--- src/rtl/rapcore_wb_pkg.sv ---
// Shared register offsets, bit positions and bus FSM states for the Wishbone
// command buffer.
package rapcore_wb_pkg;

    localparam logic [2:0] REG_CMD    = 3'd0;
    localparam logic [2:0] REG_STATUS = 3'd1;
    localparam logic [2:0] REG_CTRL   = 3'd2;
    localparam logic [2:0] REG_COUNT  = 3'd3;

    localparam int ST_EMPTY   = 0;
    localparam int ST_FULL    = 1;
    localparam int ST_OVF     = 2;
    localparam int ST_DONE    = 3;

    localparam int CTRL_EN      = 0;
    localparam int CTRL_FLUSH   = 1;
    localparam int CTRL_CLR_OVF = 2;

    typedef enum logic {
        BUS_IDLE = 1'b0,
        BUS_ACK  = 1'b1
    } bus_state_t;

endpackage

--- src/rtl/sync_fifo.sv ---
// Single-clock FIFO with flush, combinational head word and a registered
// "at least half empty" flag derived from the next-state level.
module sync_fifo #(
    parameter int DATA_W = 32,
    parameter int DEPTH  = 8
) (
    input  logic                       clk,
    input  logic                       rst,
    input  logic                       push,
    input  logic [DATA_W-1:0]          push_data,
    input  logic                       pop,
    input  logic                       flush,
    output logic [DATA_W-1:0]          head,
    output logic                       empty,
    output logic                       full,
    output logic [$clog2(DEPTH):0]     level,
    output logic                       half_room
);

    localparam int AW = $clog2(DEPTH);
    localparam int LW = AW + 1;

    logic [DATA_W-1:0] mem [DEPTH];
    logic [AW-1:0]     wptr_reg, wptr_next;
    logic [AW-1:0]     rptr_reg, rptr_next;
    logic [LW-1:0]     level_reg, level_next;
    logic              half_room_reg;
    logic              pop_ok, push_ok;

    assign empty     = (level_reg == '0);
    assign full      = (level_reg == LW'(DEPTH));
    assign level     = level_reg;
    assign head      = mem[rptr_reg];
    assign half_room = half_room_reg;

    // A push into a full FIFO only fits when the head leaves in the same cycle.
    assign pop_ok  = pop & ~empty;
    assign push_ok = push & (~full | pop_ok);

    always_comb begin
        wptr_next  = wptr_reg;
        rptr_next  = rptr_reg;
        level_next = level_reg;
        if (flush) begin
            wptr_next  = '0;
            rptr_next  = '0;
            level_next = '0;
        end else begin
            wptr_next  = wptr_reg + AW'(push_ok);
            rptr_next  = rptr_reg + AW'(pop_ok);
            level_next = level_reg + LW'(push_ok) - LW'(pop_ok);
        end
    end

    always_ff @(posedge clk or posedge rst) begin
        if (rst) begin
            wptr_reg      <= '0;
            rptr_reg      <= '0;
            level_reg     <= '0;
            half_room_reg <= 1'b1;
        end else begin
            wptr_reg      <= wptr_next;
            rptr_reg      <= rptr_next;
            level_reg     <= level_next;
            half_room_reg <= (level_next <= LW'(DEPTH / 2));
        end
    end

    always_ff @(posedge clk) begin
        if (push_ok && !flush) begin
            mem[wptr_reg] <= push_data;
        end
    end

endmodule

--- src/rtl/wb_cmd_buffer.sv ---
// Wishbone slave that queues motor move commands for the core and exposes
// status, control and a consumed-command counter.
module wb_cmd_buffer
    import rapcore_wb_pkg::*;
#(
    parameter int          DEPTH     = 8,
    parameter logic [31:0] BASE_ADDR = 32'h3000_0000
) (
    input  logic        wb_clk_i,
    input  logic        wb_rst_i,
    input  logic        wbs_stb_i,
    input  logic        wbs_cyc_i,
    input  logic        wbs_we_i,
    input  logic [3:0]  wbs_sel_i,
    input  logic [31:0] wbs_dat_i,
    input  logic [31:0] wbs_adr_i,
    output logic        wbs_ack_o,
    output logic [31:0] wbs_dat_o,
    output logic [31:0] cmd_data_o,
    output logic        cmd_valid_o,
    input  logic        cmd_ready_i,
    input  logic        move_done_i,
    output logic        buffer_dtr_o
);

    localparam int LW = $clog2(DEPTH) + 1;

    bus_state_t    state_reg, state_next;
    logic [31:0]   rdata_reg;
    logic          enable_reg;
    logic          ovf_reg;
    logic [31:0]   count_reg;

    logic          hit, access;
    logic [2:0]    reg_sel;
    logic          push, wr_ctrl, flush, clr_ovf;
    logic          pop_fire, pop_counted, ovf_event;
    logic [31:0]   rdata;
    logic          fifo_empty, fifo_full;
    logic [LW-1:0] fifo_level;
    logic          unused_adr_bits;

    assign unused_adr_bits = &{1'b0, wbs_adr_i[1:0]};

    assign hit     = wbs_cyc_i & wbs_stb_i & (wbs_adr_i[31:5] == BASE_ADDR[31:5]);
    assign access  = (state_reg == BUS_IDLE) & hit;
    assign reg_sel = wbs_adr_i[4:2];

    assign push    = access & wbs_we_i & (reg_sel == REG_CMD) & (wbs_sel_i == 4'hF);
    assign wr_ctrl = access & wbs_we_i & (reg_sel == REG_CTRL);
    assign flush   = wr_ctrl & wbs_dat_i[CTRL_FLUSH];
    assign clr_ovf = wr_ctrl & wbs_dat_i[CTRL_CLR_OVF];

    assign cmd_valid_o = enable_reg & ~fifo_empty;
    assign pop_fire    = cmd_valid_o & cmd_ready_i;
    // A flush discards the head, so a coincident handshake is not a consumed command.
    assign pop_counted = pop_fire & ~flush;
    assign ovf_event   = push & fifo_full & ~pop_fire;

    assign wbs_ack_o = (state_reg == BUS_ACK);
    assign wbs_dat_o = rdata_reg;

    always_comb begin
        state_next = state_reg;
        unique case (state_reg)
            BUS_IDLE: if (hit) state_next = BUS_ACK;
            BUS_ACK:  state_next = BUS_IDLE;
            default:  state_next = BUS_IDLE;
        endcase
    end

    always_comb begin
        rdata = '0;
        case (reg_sel)
            REG_STATUS: begin
                rdata[ST_EMPTY] = fifo_empty;
                rdata[ST_FULL]  = fifo_full;
                rdata[ST_OVF]   = ovf_reg;
                rdata[ST_DONE]  = move_done_i;
                rdata[15:8]     = 8'(fifo_level);
            end
            REG_CTRL:  rdata[CTRL_EN] = enable_reg;
            REG_COUNT: rdata = count_reg;
            default:   rdata = '0;
        endcase
    end

    always_ff @(posedge wb_clk_i or posedge wb_rst_i) begin
        if (wb_rst_i) begin
            state_reg  <= BUS_IDLE;
            rdata_reg  <= '0;
            enable_reg <= 1'b0;
            ovf_reg    <= 1'b0;
            count_reg  <= '0;
        end else begin
            state_reg <= state_next;
            rdata_reg <= (access && !wbs_we_i) ? rdata : 32'h0;
            if (wr_ctrl) begin
                enable_reg <= wbs_dat_i[CTRL_EN];
            end
            ovf_reg   <= (ovf_reg & ~clr_ovf) | ovf_event;
            count_reg <= count_reg + 32'(pop_counted);
        end
    end

    sync_fifo #(
        .DATA_W (32),
        .DEPTH  (DEPTH)
    ) u_fifo (
        .clk       (wb_clk_i),
        .rst       (wb_rst_i),
        .push      (push),
        .push_data (wbs_dat_i),
        .pop       (pop_fire),
        .flush     (flush),
        .head      (cmd_data_o),
        .empty     (fifo_empty),
        .full      (fifo_full),
        .level     (fifo_level),
        .half_room (buffer_dtr_o)
    );

endmodule

--- config.mk ---
export PLATFORM = sky130hd
export DESIGN_NAME = wb_cmd_buffer
export DESIGN_NICKNAME = d
export VERILOG_FILES = /design/src/rtl/rapcore_wb_pkg.sv /design/src/rtl/sync_fifo.sv /design/src/rtl/wb_cmd_buffer.sv
export SDC_FILE = /design/constraint.sdc
export NUM_CORES = 1
export LEC_CHECK = 0
export ABC_AREA = 0
export CAP_MARGIN = 20
export CORE_ASPECT_RATIO = 1.1
export CORE_UTILIZATION = 30
export CTS_CLUSTER_SIZE = 30
export DETAILED_ROUTE_END_ITERATION = 10
export PLACE_DENSITY_LB_ADDON = 0.05
export RECOVER_POWER = 25
export SETUP_SLACK_MARGIN = 0.02
export SLEW_MARGIN = 20
export SYNTH_ARGS = -nofsm -noshare
export SYNTH_HDL_FRONTEND = slang
export SYNTH_SLANG_ARGS = --single-unit
--- constraint.sdc ---
create_clock -name wb_clk_i -period 3.6 [get_ports wb_clk_i]
set_input_delay 0.36 -clock wb_clk_i [delete_from_list [all_inputs] [get_ports wb_clk_i]]
set_output_delay 0.36 -clock wb_clk_i [all_outputs]
set_load 0.03 [all_outputs]
==> results.md <==
Outcome:
- The run finished with clean final reports.

Timing:
- The smallest clock period supported by the final layout is computed as 3.39 ns.
- The share of the cycle needed by the critical path after routing is 94.1%.
- The max-slew violation total from the final report is 0.
- The least setup slack across all paths after layout is 0.213 ns.
- The clock skew is 0.00738 ns.
- At the pin with the least slew margin, the transition time is 0.822 ns.
- The count of endpoints failing setup in the final report is 0.
- In this run the tightest slew margin relative to its limit is 45.1%.
- Summed over all failing endpoints, the final setup total negative slack is 0 ns.
- The timing-limited maximum frequency is 295 MHz.
- Setup repair after global routing left no endpoint under its margin.
- The hold violation count in the final report is 0.

Detailed routing:
- Before antenna repair, the detailed router went through 4 iterations.
- The detail-routed net length per standard cell is 20.6 um.
- The remaining antenna violation count after routing is 0.
- The total length of routed met2 wires is 15300 um.
- In the detailed route, the total length drawn on met3 is 1090 um.
- The met1 routed wirelength after detailed routing is 12600 um.
- For this block, the via count after detailed routing is 6699.
- In this run the top signal layer used is met5.
- For this block, the initial DRC count from the detailed router was 303.
- In the routed design, unresolved DRC markers number 0.
- The number of vias per cell is 4.65.
- For this block, the routed nets add up to 29600 um of wire.

Worst setup path:
- The number of buffers and inverters on the critical path is 2.
- At the worst endpoint, the required time is 3.24 ns.
- Walking the worst path, the cells encountered are buf_12 -> mux4_2 -> mux2_2 -> clkdlybuf4s50_1.
- The worst setup path is of the reg -> out kind.
- Of all nets on the critical path, the largest fanout is 21.
- The kind of cell adding the most delay to the critical path is buffers and inverters.
- For this design, the slowest cell found on the critical path is sky130_fd_sc_hd__dfrtp_4.
- STA classifies the critical path startpoint as a register.
- On the worst path, the slowest cell contributes a delay of 0.73 ns.
- Data arrives at the worst endpoint at 3.03 ns.
- The worst setup path is captured at an output port.

Global routing:
- The global-route wire length before repair is 45900 um.
- Summed over all layers, the global routing overflow is 0.
- In the global route stage, overall resource usage came out at 13.6%.
- The number of antenna violations at the first check in global routing is 2.
- The number of global-route vias before repair is 7473.
- Entering global routing, the biggest net connects 43 pins.

Clock network:
- Clock tree synthesis selected as its root buffer the cell sky130_fd_sc_hd__clkbuf_16.
- Buffers inserted during clock tree synthesis total 37.
- The clock network latency to the later pin of the worst-skew pair is 0.52 ns.
- The H-tree was split into 2 levels.
- No sink is reached through more buffers than the 3 on the longest clock path.
- The number of hold buffers added after CTS was 0.
- After clock tree synthesis, the clock-pin slew on the worst setup and hold paths is 0.06 ns.
- After clock tree synthesis, the setup repair step added 0 buffers.
- The clock drives 334 sinks.
- TritonCTS built the clock tree.
- The total of cells resized after clock tree synthesis is 0.

Power:
- Combinational logic is responsible for 2.0% of the overall power.
- Sequential cells burn 53.3% of the power.
- Power spread over the standard cell area amounts to 468 nW/um2.
- For this design the static power due to leakage is 5.82 nW.
- The share of total power dissipated in the clock network is 44.7%.
- The worst-case IR drop observed on VDD is 0.232 mV.
- The switching power as a share of total power is 19.6%.
- The switching power total is 1.53 mW.
- The internal power is 6.27 mW.

Logic synthesis:
- For this run, asynchronously set or reset flops after synthesis account for 23.4%.
- Synthesis inferred 334 register bits.
- After synthesis, the netlist uses 49 different library cells.
- Summing the sequential cell areas from Yosys gives 72.7% of the chip area.
- Synthesis produced a netlist with a net count of 763.
- Summing every instance area after synthesis gives 13300 um2.
- Counting flops with a built-in enable in the synthesized netlist gives 256.
- The dominant synthesized flop cell is sky130_fd_sc_hd__edfxtp_1.
- The Yosys warning count is 0.
- The gate count of the mapped netlist is 675.
- Averaged over all synthesized cells, the footprint is 19.6 um2.

Placement:
- At the end of routability-driven placement, the weighted congestion stood at 0.708.
- The count of buffers from port buffering is 139.
- The worst slack at placement is 0.458 ns.
- After detailed placement, the design holds a cell count of 1379.
- The half-perimeter wire length of the detailed placement result is 17700 um.

Die:
- The number of I/O pins is 142.
- The die is 223 um tall.
- The starting density of the core is 30.5%.
- The full die area is 45100 um2.
- After floorplanning, the core was divided into 80 placement rows.
- The region available for standard cell placement spans 43400 um2.
- The horizontal die dimension is 202 um.

Final layout:
- The post-layout instance count excluding filler cells is 1441.
- The final layout contains 932 nets.
- The core utilization of the finished layout is 38.4%.
- The antenna diode count is 0.
- The register with the most flip-flops in the layout has 256 of them.
- Of the cells placed in the final design, the portion with a size suffix greater than 1 is 22.5%.
- Leaving out fill and tap cells, the most frequent cell in the layout is sky130_fd_sc_hd__edfxtp_1.
- The layout overhead on the synthesized area is 25.7%.
- The top cell types in the final layout, fill and taps aside, are sky130_fd_sc_hd__edfxtp_1 (256), sky130_fd_sc_hd__clkdlybuf4s50_1 (116), sky130_fd_sc_hd__dfrtp_1 (74).

Min path:
- The min-delay analysis places its worst path in the category in -> async.

Run:
- The reported max-cap violation count is 0.
Yosys cell counts, types with 2 or more instances:
cell	instances	area [um2]
sky130_fd_sc_hd__dfrtp_1	77	1930
sky130_fd_sc_hd__and3_1	33	206
sky130_fd_sc_hd__nor4_1	4	25.0
sky130_fd_sc_hd__nand4_1	13	81.3
sky130_fd_sc_hd__mux2_2	33	372
sky130_fd_sc_hd__mux2i_1	6	60.1
sky130_fd_sc_hd__nor4_4	7	149
sky130_fd_sc_hd__a21o_1	2	15.0
sky130_fd_sc_hd__nand3_1	15	75.1
sky130_fd_sc_hd__and4b_1	4	40.0
sky130_fd_sc_hd__ha_1	12	150
sky130_fd_sc_hd__and4bb_1	2	25.0
sky130_fd_sc_hd__nor3_1	2	10.0
sky130_fd_sc_hd__edfxtp_1	256	7690
sky130_fd_sc_hd__or3b_2	2	17.5
sky130_fd_sc_hd__a21oi_1	3	15.0
sky130_fd_sc_hd__nor2b_1	8	50.1
sky130_fd_sc_hd__o211ai_1	2	15.0
sky130_fd_sc_hd__xor2_1	9	78.8
sky130_fd_sc_hd__buf_6	2	22.5
sky130_fd_sc_hd__and3b_1	2	17.5
sky130_fd_sc_hd__mux4_2	64	1440
sky130_fd_sc_hd__buf_1	2	7.51
sky130_fd_sc_hd__and2_1	6	37.5
sky130_fd_sc_hd__nand2_1	13	48.8
sky130_fd_sc_hd__and4_1	6	52.6
sky130_fd_sc_hd__xnor2_1	25	219
sky130_fd_sc_hd__nor2_1	16	60.1
sky130_fd_sc_hd__and4_4	2	22.5
sky130_fd_sc_hd__clkbuf_1	13	48.8
sky130_fd_sc_hd__inv_1	8	30.0
sky130_fd_sc_hd__buf_2	9	45.0
worst register-to-register path, delay by kind of cell (launching register included):
kind,cells,cell delay [ns]
and+or+nand+nor,2,0.72
DFF,1,0.38
AOI/OAI and AO/OA,2,0.34
buffers and inverters,2,0.15
xor gates and xnor gates,1,0.15
adders and majority gates,4,1.06
metal layers:
metal	GRT usage (%)	vias up
met4	3.98	2
li1	-	3051
met1	17.1	3473
met2	23.6	126
met5	0	-
met3	2.58	47
cell type report:
class                           count  area (um2)
Fill cell                        4015       26800
Multi-Input combinational cell    306        3470
Tap cell                          574         718
Clock inverter                     14        70.1
Clock buffer                       48        1040
Timing Repair Buffer              157        1690
Sequential cell                   334        9650
Inverter                            8        30.0
power groups by stage:
stage	clock, mW	sequential (mW)	combinational, mW
after floorplan	0	4.23	0.0302
after global placement	0	4.23	0.161
after detailed placement	0	4.23	0.168
after CTS	3.62	4.15	0.168
after global routing	3.76	4.15	0.175
final	3.48	4.16	0.159
logic make-up after synthesis:
kind of cell             Yosys count  synth area share (%)
multiplexers                     103                  14.1
AND/OR/NAND/NOR                  146                  7.95
adder cells (fa/ha/maj)           13                  1.28
AO/OA/AOI/OAI                     10                 0.490
buffers and inverters             35                  1.22
XOR/XNOR                          34                  2.25
flip-flops                       334                  72.7
stage by stage:
stage / cell area [um2] / power (mW) / hold WS (ns)
after floorplan: 13300 / 4.27 / 0.434
after global placement: 15600 / 4.39 / 0.465
after detailed placement: 15600 / 4.40 / 0.455
after CTS: 16700 / 7.94 / 0.320
after global routing: 16700 / 8.09 / 0.378
final: 16700 / 7.80 / 0.318
final timing paths:
kind,from,end,cells past startpoint,slack [ns]
worst max-delay path,u_fifo.rptr_reg[0],cmd_data_o[24],4,0.21
worst min-delay path,wb_rst_i,wbs_dat_o[7],2,0.32
worst max register to register,u_fifo.level[2],u_fifo.half_room,11,0.72
worst min register to register,count_reg[31],count_reg[31],1,0.46
max in group asynchronous,wb_rst_i,wbs_dat_o[20],3,2.58
min in group wb_clk_i,move_done_i,wbs_dat_o[3],3,0.45
Power figures use the tool's default switching activity.
